$ cat src/rtl/dispatcher_pkg.sv
// -----------------------------------------------------------------------------
// dispatcher_pkg
// Shared definitions for the instruction dispatcher: instruction field
// positions, opcode values, FSM state encoding and an opcode classifier.
// -----------------------------------------------------------------------------
package dispatcher_pkg;

    // Instruction layout: [63:60] opcode, [59:0] payload
    localparam int INSTR_W   = 64;
    localparam int OPC_HI    = 63;
    localparam int OPC_LO    = 60;
    localparam int OPC_W     = OPC_HI - OPC_LO + 1;
    localparam int PAYLOAD_W = 60;

    localparam logic [OPC_W-1:0] OP_NOP     = 4'h0;
    localparam logic [OPC_W-1:0] OP_LOAD    = 4'h1;
    localparam logic [OPC_W-1:0] OP_CONV    = 4'h2;
    localparam logic [OPC_W-1:0] OP_POOL    = 4'h3;
    localparam logic [OPC_W-1:0] OP_STORE   = 4'h4;
    localparam logic [OPC_W-1:0] OP_BARRIER = 4'hE;
    localparam logic [OPC_W-1:0] OP_HALT    = 4'hF;

    typedef enum logic [2:0] {
        S_IDLE,
        S_DECODE,
        S_ISSUE,
        S_WAIT,
        S_DRAIN,
        S_DONE,
        S_HALT
    } state_t;

    typedef enum logic [2:0] {
        K_NOP,
        K_UNIT,
        K_BARRIER,
        K_HALT,
        K_ILLEGAL
    } opc_kind_t;

    // Unit opcodes occupy 1..num_units; the unit index is opcode-1.
    function automatic opc_kind_t classify(input logic [OPC_W-1:0] opc,
                                           input int num_units);
        if (opc == OP_NOP)
            return K_NOP;
        else if (opc == OP_BARRIER)
            return K_BARRIER;
        else if (opc == OP_HALT)
            return K_HALT;
        else if (int'(opc) <= num_units)
            return K_UNIT;
        else
            return K_ILLEGAL;
    endfunction

endpackage

$ cat src/rtl/dispatch_timeout_cnt.sv
// -----------------------------------------------------------------------------
// dispatch_timeout_cnt
// Saturating per-instruction wait counter. Cleared when a unit is started,
// advanced once per cycle spent waiting for completion.
//
// Ports:
//   clk       system clock
//   rst       asynchronous, active-high reset
//   i_clear   zero the count (takes priority over i_enable)
//   i_enable  advance the count this cycle
//   o_tc      terminal count: this increment makes the count all-ones
// -----------------------------------------------------------------------------
module dispatch_timeout_cnt #(
    parameter int TIMEOUT_W = 16
) (
    input  logic clk,
    input  logic rst,
    input  logic i_clear,
    input  logic i_enable,
    output logic o_tc
);

    localparam logic [TIMEOUT_W-1:0] CNT_MAX = '1;

    logic [TIMEOUT_W-1:0] r_cnt;

    // NOTE: sequential state is written only with non-blocking assignments so
    // every flop samples its inputs from the same pre-edge values.
    always_ff @(posedge clk or posedge rst) begin
        if (rst)
            r_cnt <= '0;
        else if (i_clear)
            r_cnt <= '0;
        else if (i_enable && (r_cnt != CNT_MAX))
            r_cnt <= r_cnt + TIMEOUT_W'(1);
    end

    // Waiting cycle n (n = 1, 2, ...) sees a count of n-1, so the cycle that
    // carries the count to all-ones is the (2^W - 1)-th waiting cycle.
    assign o_tc = i_enable && (r_cnt >= (CNT_MAX - TIMEOUT_W'(1)));

endmodule

$ cat src/rtl/instr_dispatcher.sv
// -----------------------------------------------------------------------------
// instr_dispatcher
// Captures instructions from the fetch FSM, starts the addressed execution
// unit once it is free, waits for its completion and reports retirement.
// Handles NOP, BARRIER (drain all units), HALT, illegal opcodes and timeouts.
//
// Ports:
//   clk                   system clock
//   rst                   asynchronous, active-high reset
//   i_instruction_enable  one-cycle pulse, i_ctr valid in the same cycle
//   i_ctr                 instruction: [63:60] opcode, [59:0] payload
//   i_unit_busy           per-unit busy level
//   i_unit_done           per-unit one-cycle completion pulse
//   o_unit_start          one-hot, one-cycle start pulse
//   o_unit_param          payload of the issued instruction, held until next issue
//   o_instr_exe_state     one-cycle pulse: current instruction retired
//   o_halted              HALT reached, sticky until reset
//   o_err_illegal         sticky: undefined opcode seen
//   o_err_timeout         sticky: unit did not complete in time
//   o_err_overrun         sticky: instruction_enable while not idle
//   o_dispatcher_idle     high while idle
// -----------------------------------------------------------------------------
module instr_dispatcher
    import dispatcher_pkg::*;
#(
    parameter int NUM_UNITS = 4,
    parameter int TIMEOUT_W = 16
) (
    input  logic                 clk,
    input  logic                 rst,
    input  logic                 i_instruction_enable,
    input  logic [INSTR_W-1:0]   i_ctr,
    input  logic [NUM_UNITS-1:0] i_unit_busy,
    input  logic [NUM_UNITS-1:0] i_unit_done,
    output logic [NUM_UNITS-1:0] o_unit_start,
    output logic [PAYLOAD_W-1:0] o_unit_param,
    output logic                 o_instr_exe_state,
    output logic                 o_halted,
    output logic                 o_err_illegal,
    output logic                 o_err_timeout,
    output logic                 o_err_overrun,
    output logic                 o_dispatcher_idle
);

    state_t                r_state;
    state_t                w_next_state;
    logic [INSTR_W-1:0]    r_instr;

    logic [OPC_W-1:0]      w_opc;
    logic [PAYLOAD_W-1:0]  w_payload;
    opc_kind_t             w_kind;
    logic [NUM_UNITS-1:0]  w_tgt_oh;
    logic                  w_tgt_busy;
    logic                  w_tgt_done;
    logic                  w_cnt_clear;
    logic                  w_cnt_enable;
    logic                  w_tc;

    // Registered outputs and their next values
    logic [NUM_UNITS-1:0]  r_unit_start,    w_unit_start;
    logic [PAYLOAD_W-1:0]  r_unit_param,    w_unit_param;
    logic                  r_exe,           w_exe;
    logic                  r_halted,        w_halted;
    logic                  r_idle,          w_idle;
    logic                  r_err_illegal,   w_illegal_set;
    logic                  r_err_timeout,   w_timeout_set;
    logic                  r_err_overrun,   w_overrun_set;

    // ---------------------------------------------------------------- decode
    assign w_opc     = r_instr[OPC_HI:OPC_LO];
    assign w_payload = r_instr[PAYLOAD_W-1:0];
    assign w_kind    = classify(w_opc, NUM_UNITS);

    // NOTE: every signal written in a combinational block gets a default at
    // the top, so no path leaves it unassigned and no latch is inferred.
    always_comb begin
        w_tgt_oh = '0;
        if (w_kind == K_UNIT)
            w_tgt_oh = NUM_UNITS'(1) << (w_opc - OP_LOAD);
    end

    // Completion and busy bits of units other than the target are ignored.
    assign w_tgt_busy = |(i_unit_busy & w_tgt_oh);
    assign w_tgt_done = |(i_unit_done & w_tgt_oh);

    // --------------------------------------------------------- wait counter
    assign w_cnt_clear  = (r_state == S_ISSUE);
    assign w_cnt_enable = (r_state == S_WAIT) && !w_tgt_done;

    dispatch_timeout_cnt #(
        .TIMEOUT_W (TIMEOUT_W)
    ) u_timeout_cnt (
        .clk      (clk),
        .rst      (rst),
        .i_clear  (w_cnt_clear),
        .i_enable (w_cnt_enable),
        .o_tc     (w_tc)
    );

    // ------------------------------------------------------ instruction reg
    // Only captured in IDLE; an enable in any other state leaves it untouched.
    always_ff @(posedge clk or posedge rst) begin
        if (rst)
            r_instr <= '0;
        else if ((r_state == S_IDLE) && i_instruction_enable)
            r_instr <= i_ctr;
    end

    // -------------------------------------------------------- state register
    always_ff @(posedge clk or posedge rst) begin
        if (rst)
            r_state <= S_IDLE;
        else
            r_state <= w_next_state;
    end

    // ------------------------------------------------------------ next state
    always_comb begin
        w_next_state = r_state;
        unique case (r_state)
            S_IDLE:
                if (i_instruction_enable)
                    w_next_state = S_DECODE;
            S_DECODE:
                unique case (w_kind)
                    K_NOP:     w_next_state = S_DONE;
                    K_UNIT:    w_next_state = w_tgt_busy ? S_DECODE : S_ISSUE;
                    K_BARRIER: w_next_state = S_DRAIN;
                    K_HALT:    w_next_state = S_HALT;
                    default:   w_next_state = S_DONE;   // illegal: skip, still retire
                endcase
            S_ISSUE:
                w_next_state = S_WAIT;
            S_WAIT:
                // Completion is checked first so it wins over a same-cycle timeout.
                if (w_tgt_done || w_tc)
                    w_next_state = S_DONE;
            S_DRAIN:
                if (i_unit_busy == '0)
                    w_next_state = S_DONE;
            S_DONE:
                w_next_state = S_IDLE;
            S_HALT:
                w_next_state = S_HALT;
            default:
                w_next_state = S_IDLE;
        endcase
    end

    // ---------------------------------------------------------- output logic
    // Outputs are computed from the state being entered and registered, so
    // each one is valid in the same cycle as the state it belongs to.
    always_comb begin
        w_unit_start  = (w_next_state == S_ISSUE) ? w_tgt_oh : '0;
        w_unit_param  = (w_next_state == S_ISSUE) ? w_payload : r_unit_param;
        w_exe         = (w_next_state == S_DONE);
        w_halted      = (w_next_state == S_HALT);
        w_idle        = (w_next_state == S_IDLE);
        w_illegal_set = (r_state == S_DECODE) && (w_kind == K_ILLEGAL);
        w_timeout_set = (r_state == S_WAIT) && !w_tgt_done && w_tc;
        w_overrun_set = i_instruction_enable && (r_state != S_IDLE);
    end

    always_ff @(posedge clk or posedge rst) begin
        if (rst) begin
            r_unit_start  <= '0;
            r_unit_param  <= '0;
            r_exe         <= 1'b0;
            r_halted      <= 1'b0;
            r_idle        <= 1'b1;
            r_err_illegal <= 1'b0;
            r_err_timeout <= 1'b0;
            r_err_overrun <= 1'b0;
        end else begin
            r_unit_start  <= w_unit_start;
            r_unit_param  <= w_unit_param;
            r_exe         <= w_exe;
            r_halted      <= w_halted;
            r_idle        <= w_idle;
            r_err_illegal <= r_err_illegal | w_illegal_set;
            r_err_timeout <= r_err_timeout | w_timeout_set;
            r_err_overrun <= r_err_overrun | w_overrun_set;
        end
    end

    assign o_unit_start      = r_unit_start;
    assign o_unit_param      = r_unit_param;
    assign o_instr_exe_state = r_exe;
    assign o_halted          = r_halted;
    assign o_dispatcher_idle = r_idle;
    assign o_err_illegal     = r_err_illegal;
    assign o_err_timeout     = r_err_timeout;
    assign o_err_overrun     = r_err_overrun;

endmodule

$ cat config.mk
export PLATFORM = sky130hd
export DESIGN_NAME = instr_dispatcher
export DESIGN_NICKNAME = d
export VERILOG_FILES = /design/src/rtl/dispatcher_pkg.sv /design/src/rtl/dispatch_timeout_cnt.sv /design/src/rtl/instr_dispatcher.sv
export SDC_FILE = /design/constraint.sdc
export NUM_CORES = 1
export LEC_CHECK = 0
export ABC_CLOCK_PERIOD_IN_PS = 11900
export BUFFER_PORTS_ARGS = -buffer_cell sky130_fd_sc_hd__buf_2
export CORE_UTILIZATION = 40
export DETAILED_ROUTE_END_ITERATION = 10
export HOLD_SLACK_MARGIN = 0.05
export PLACE_DENSITY_LB_ADDON = 0.05
export REMOVE_ABC_BUFFERS = 1
export SLEW_MARGIN = 30
export SYNTH_ARGS = -nofsm -noshare
export SYNTH_HDL_FRONTEND = slang
export SYNTH_SLANG_ARGS = --single-unit
$ cat constraint.sdc
create_clock -name clk -period 11.9 [get_ports clk]
set_input_delay 1.19 -clock clk [delete_from_list [all_inputs] [get_ports clk]]
set_output_delay 1.19 -clock clk [all_outputs]
set_load 0.05 [all_outputs]
==> qor.csv <==
stage;metric;value;unit
die;die_area;16800;sq um
power;leakage;3.92;nW
synth;synth-adder-area-share;0.961;%
cts;post_cts_resized;0;
synth;synthesis.area;6510;sq um
critical_path;worstPathRequired;12.20;ns
power;powerDensity;346;nW/um^2
layout;nNetsFinal;662;
outcome;status;finished clean;
synth;syn_inst;436;
die;start_util;41.0;%
synth;yosys.area.top_type;dfrtp_1;
critical_path;critical_path.max_stage_delay;0.75;ns
timing;grt_setup_unrepaired;no;
synth;ys_warn_count;0;
synth;synthTopCellsByArea;dfrtp_1 (58%), mux2_4 (13%), mux2_2 (11%);
die;die_h;130;um
die;die_w;130;um
synth;synth_compound_area_share;3.04;%
power;vdd_drop_max;0.174;mV
critical_path;cp_max_fo;45;
critical_path;crit_chain;inv_1, ha_1, mux2i_1, o32ai_2, a22oi_1, a311o_2, nand2b_4, buf_4, mux2_2;
critical_path;worstSetupEndpointType;register;
critical_path;arrival;4.08;ns
global_route;grt_max_degree;84;
synth;yosysTopAreaCellShare;58.4;%
power;sw_frac_of_total;39.7;%
global_route;antenna_found_initial;0;
die;rows;46;
layout;mostFrequentLayoutCells;dfrtp_1 (152), buf_2 (144), mux2_2 (66);
routing;dr.pass1.iters;4;
cts;holdBufCountCts;0;
critical_path;crit_slowest_cell;buf_4;
layout;syn2layout_area_growth;21.8;%
cts;cts_setup_buffers;0;
synth;synth_edf_count;0;
die;core_area;15900;sq um
synth;synth-seq-cells;153;
run;max_cap_viol_count;0;
routing;viasPerCell;4.77;
timing;period_needed;3.78;ns
layout;n_antenna_cell;0;
cts;clkLatencyLatePin;0.41;ns
cts;cts.sinks;153;
power;pwr-share-clk;19.4;%
timing;tns;0;ns
layout;stdcell_area;7930;sq um
global_route;grt.total_usage;16.7;%
routing;routedWlPerCell;15.9;um
synth;seq_area_frac_synth;58.8;%
layout;layout-drive-gt1-share;51.9;%
routing;totalWireLength;12900;um
die;io_pins;145;
cts;path_clk_slew;0.06;ns
critical_path;worstSetupPathType;reg2reg;
power;p_sw;1.09;mW
routing;first_iter_violations;110;
global_route;grt_pass1_vias;4221;
layout;layout_commonest_cell;dfrtp_1;
layout;final_util;49.9;%
power;power;2.75;mW
routing;via_count;3865;
timing;finalCritPeriodShare;31.8;%
synth;synthArstFlopShare;100;%
synth;synthDistinctLibCells;52;
hold_path;hold_class;reg2reg;
cts;cts_root_buffer;clkbuf_16;
routing;antenna_left;0;
placed_design;io_buffers;144;
critical_path;cp-start-kind;register;
critical_path;critPathTopFamily;compound AO/OA/AOI/OAI gates;
timing;slew_viol_final;0;
routing;drc;0;
cts;ctsLongestPathBuffers;2;
cts;cts_tree;built;
timing;worst_pin_slew;0.853;ns
layout;fin_cells;811;
placed_design;dp.cells;779;
synth;synth_xor_area_share;2.13;%
synth;synth.mux.area_fraction;24.8;%
power;intPower;1.66;mW
timing;fin_skew;0.00527;ns
global_route;grt_first_pass_wirelength;21100;um
timing;max_slew_margin;43.1;%
global_route;grt-ovfl-total;0;
synth;synthSimpleGateAreaFrac;6.67;%
placed_design;gp_congestion;0.778;
power;comb_power_share;47.6;%
timing;fmax;0.264;GHz
cts;cts_buffers;17;
placed_design;place_area;7340;sq um
timing;hold_viol;0;
cts;htree_levels;4;
synth;synthFlopType;dfrtp_1;
power;seq_power_share;32.9;%
synth;synth_top_family_by_area;multiplexers;
synth;postSynthAreaPerCell;14.9;sq um
timing;setup_violations;0;
critical_path;critPathBufInv;2;
placed_design;post-dp-hpwl;8520;um
[cell type report]
type | instances | area (sq um)
sequential | 153 | 3830
inverter | 9 | 38.8
multi-input combinational | 253 | 2450
clock buffer | 23 | 458
clock inverter | 9 | 123
fill | 1435 | 7960
timing repair buffer | 148 | 754
tap | 216 | 270
[flip-flops by register name, indices dropped and copies added (netlist names)]
register and count:
r_instr 64, o_unit_param 60, u_timeout_cnt.r_cnt 16, o_unit_start 4, r_state 3, o_dispatcher_idle 1, o_err_illegal 1, o_err_overrun 1
o_err_timeout 1, o_halted 1, o_instr_exe_state 1
[cells in the mapped netlist (2+ instances only)]
| cell type | n |
|---|---|
| nand4_1 | 6 |
| nand2_1 | 15 |
| dfrtp_1 | 152 |
| and2_1 | 4 |
| mux2i_1 | 3 |
| nor2_1 | 20 |
| o21ai_0 | 7 |
| inv_1 | 9 |
| nand2b_1 | 2 |
| a21oi_1 | 7 |
| clkbuf_1 | 9 |
| xor2_1 | 13 |
| o211a_1 | 2 |
| buf_2 | 3 |
| mux2_2 | 66 |
| nor2b_1 | 2 |
| ha_1 | 5 |
| nand3_1 | 7 |
| mux2_4 | 56 |
| nor4_1 | 2 |
| nor3_1 | 3 |
| and3_1 | 7 |
| buf_12 | 6 |
| and4_1 | 2 |
[worst paths after layout]
path                               start                to  slack, ns  depth (start not counted)
max                          r_instr[60]  o_unit_param[58]       8.12                          9
min                        o_err_overrun     o_err_overrun       0.47                          1
max reg2reg                  r_instr[60]  o_unit_param[58]       8.12                          9
min reg2reg                o_err_overrun     o_err_overrun       0.47                          1
max in group asynchronous            rst       r_instr[24]       9.86                          3
min in group asynchronous            rst       r_instr[41]       0.92                          2
[layer usage]
metal	up-vias	track usage, %	routed length (um)
met3	21	4.75	617
met4	0	7.25	267
li1	1819	-	-
met2	96	26.2	6110
met5	-	0	0
met1	1929	21.5	5900
[stage by stage]
step / setup slack (ns) / hold slack (ns)
finish: 8.12 / 0.467
global route: 7.91 / 0.492
CTS: 8.02 / 0.474
detailed placement: 7.93 / 0.457
global placement: 7.98 / 0.448
floorplan: 3.21 / 0.477
[kinds of logic (layout without fill, tap and decap cells)]
group	after synthesis	in the layout
AOI/OAI and AO/OA	28	28
xor gates and xnor gates	15	15
adders and majority gates	5	5
buffers and inverters	30	189
DFF	153	153
muxes	125	125
and+or+nand+nor	80	80
[power by group through the flow]
stage	registers (mW)	clock network, mW	logic [mW]
after floorplan	1.27	0	0.702
after global placement	0.906	0	1.30
after detailed placement	0.908	0	1.33
after CTS	0.905	0.547	1.33
after global routing	0.936	0.572	1.39
final	0.905	0.533	1.31
Power figures use the tool's default switching activity.
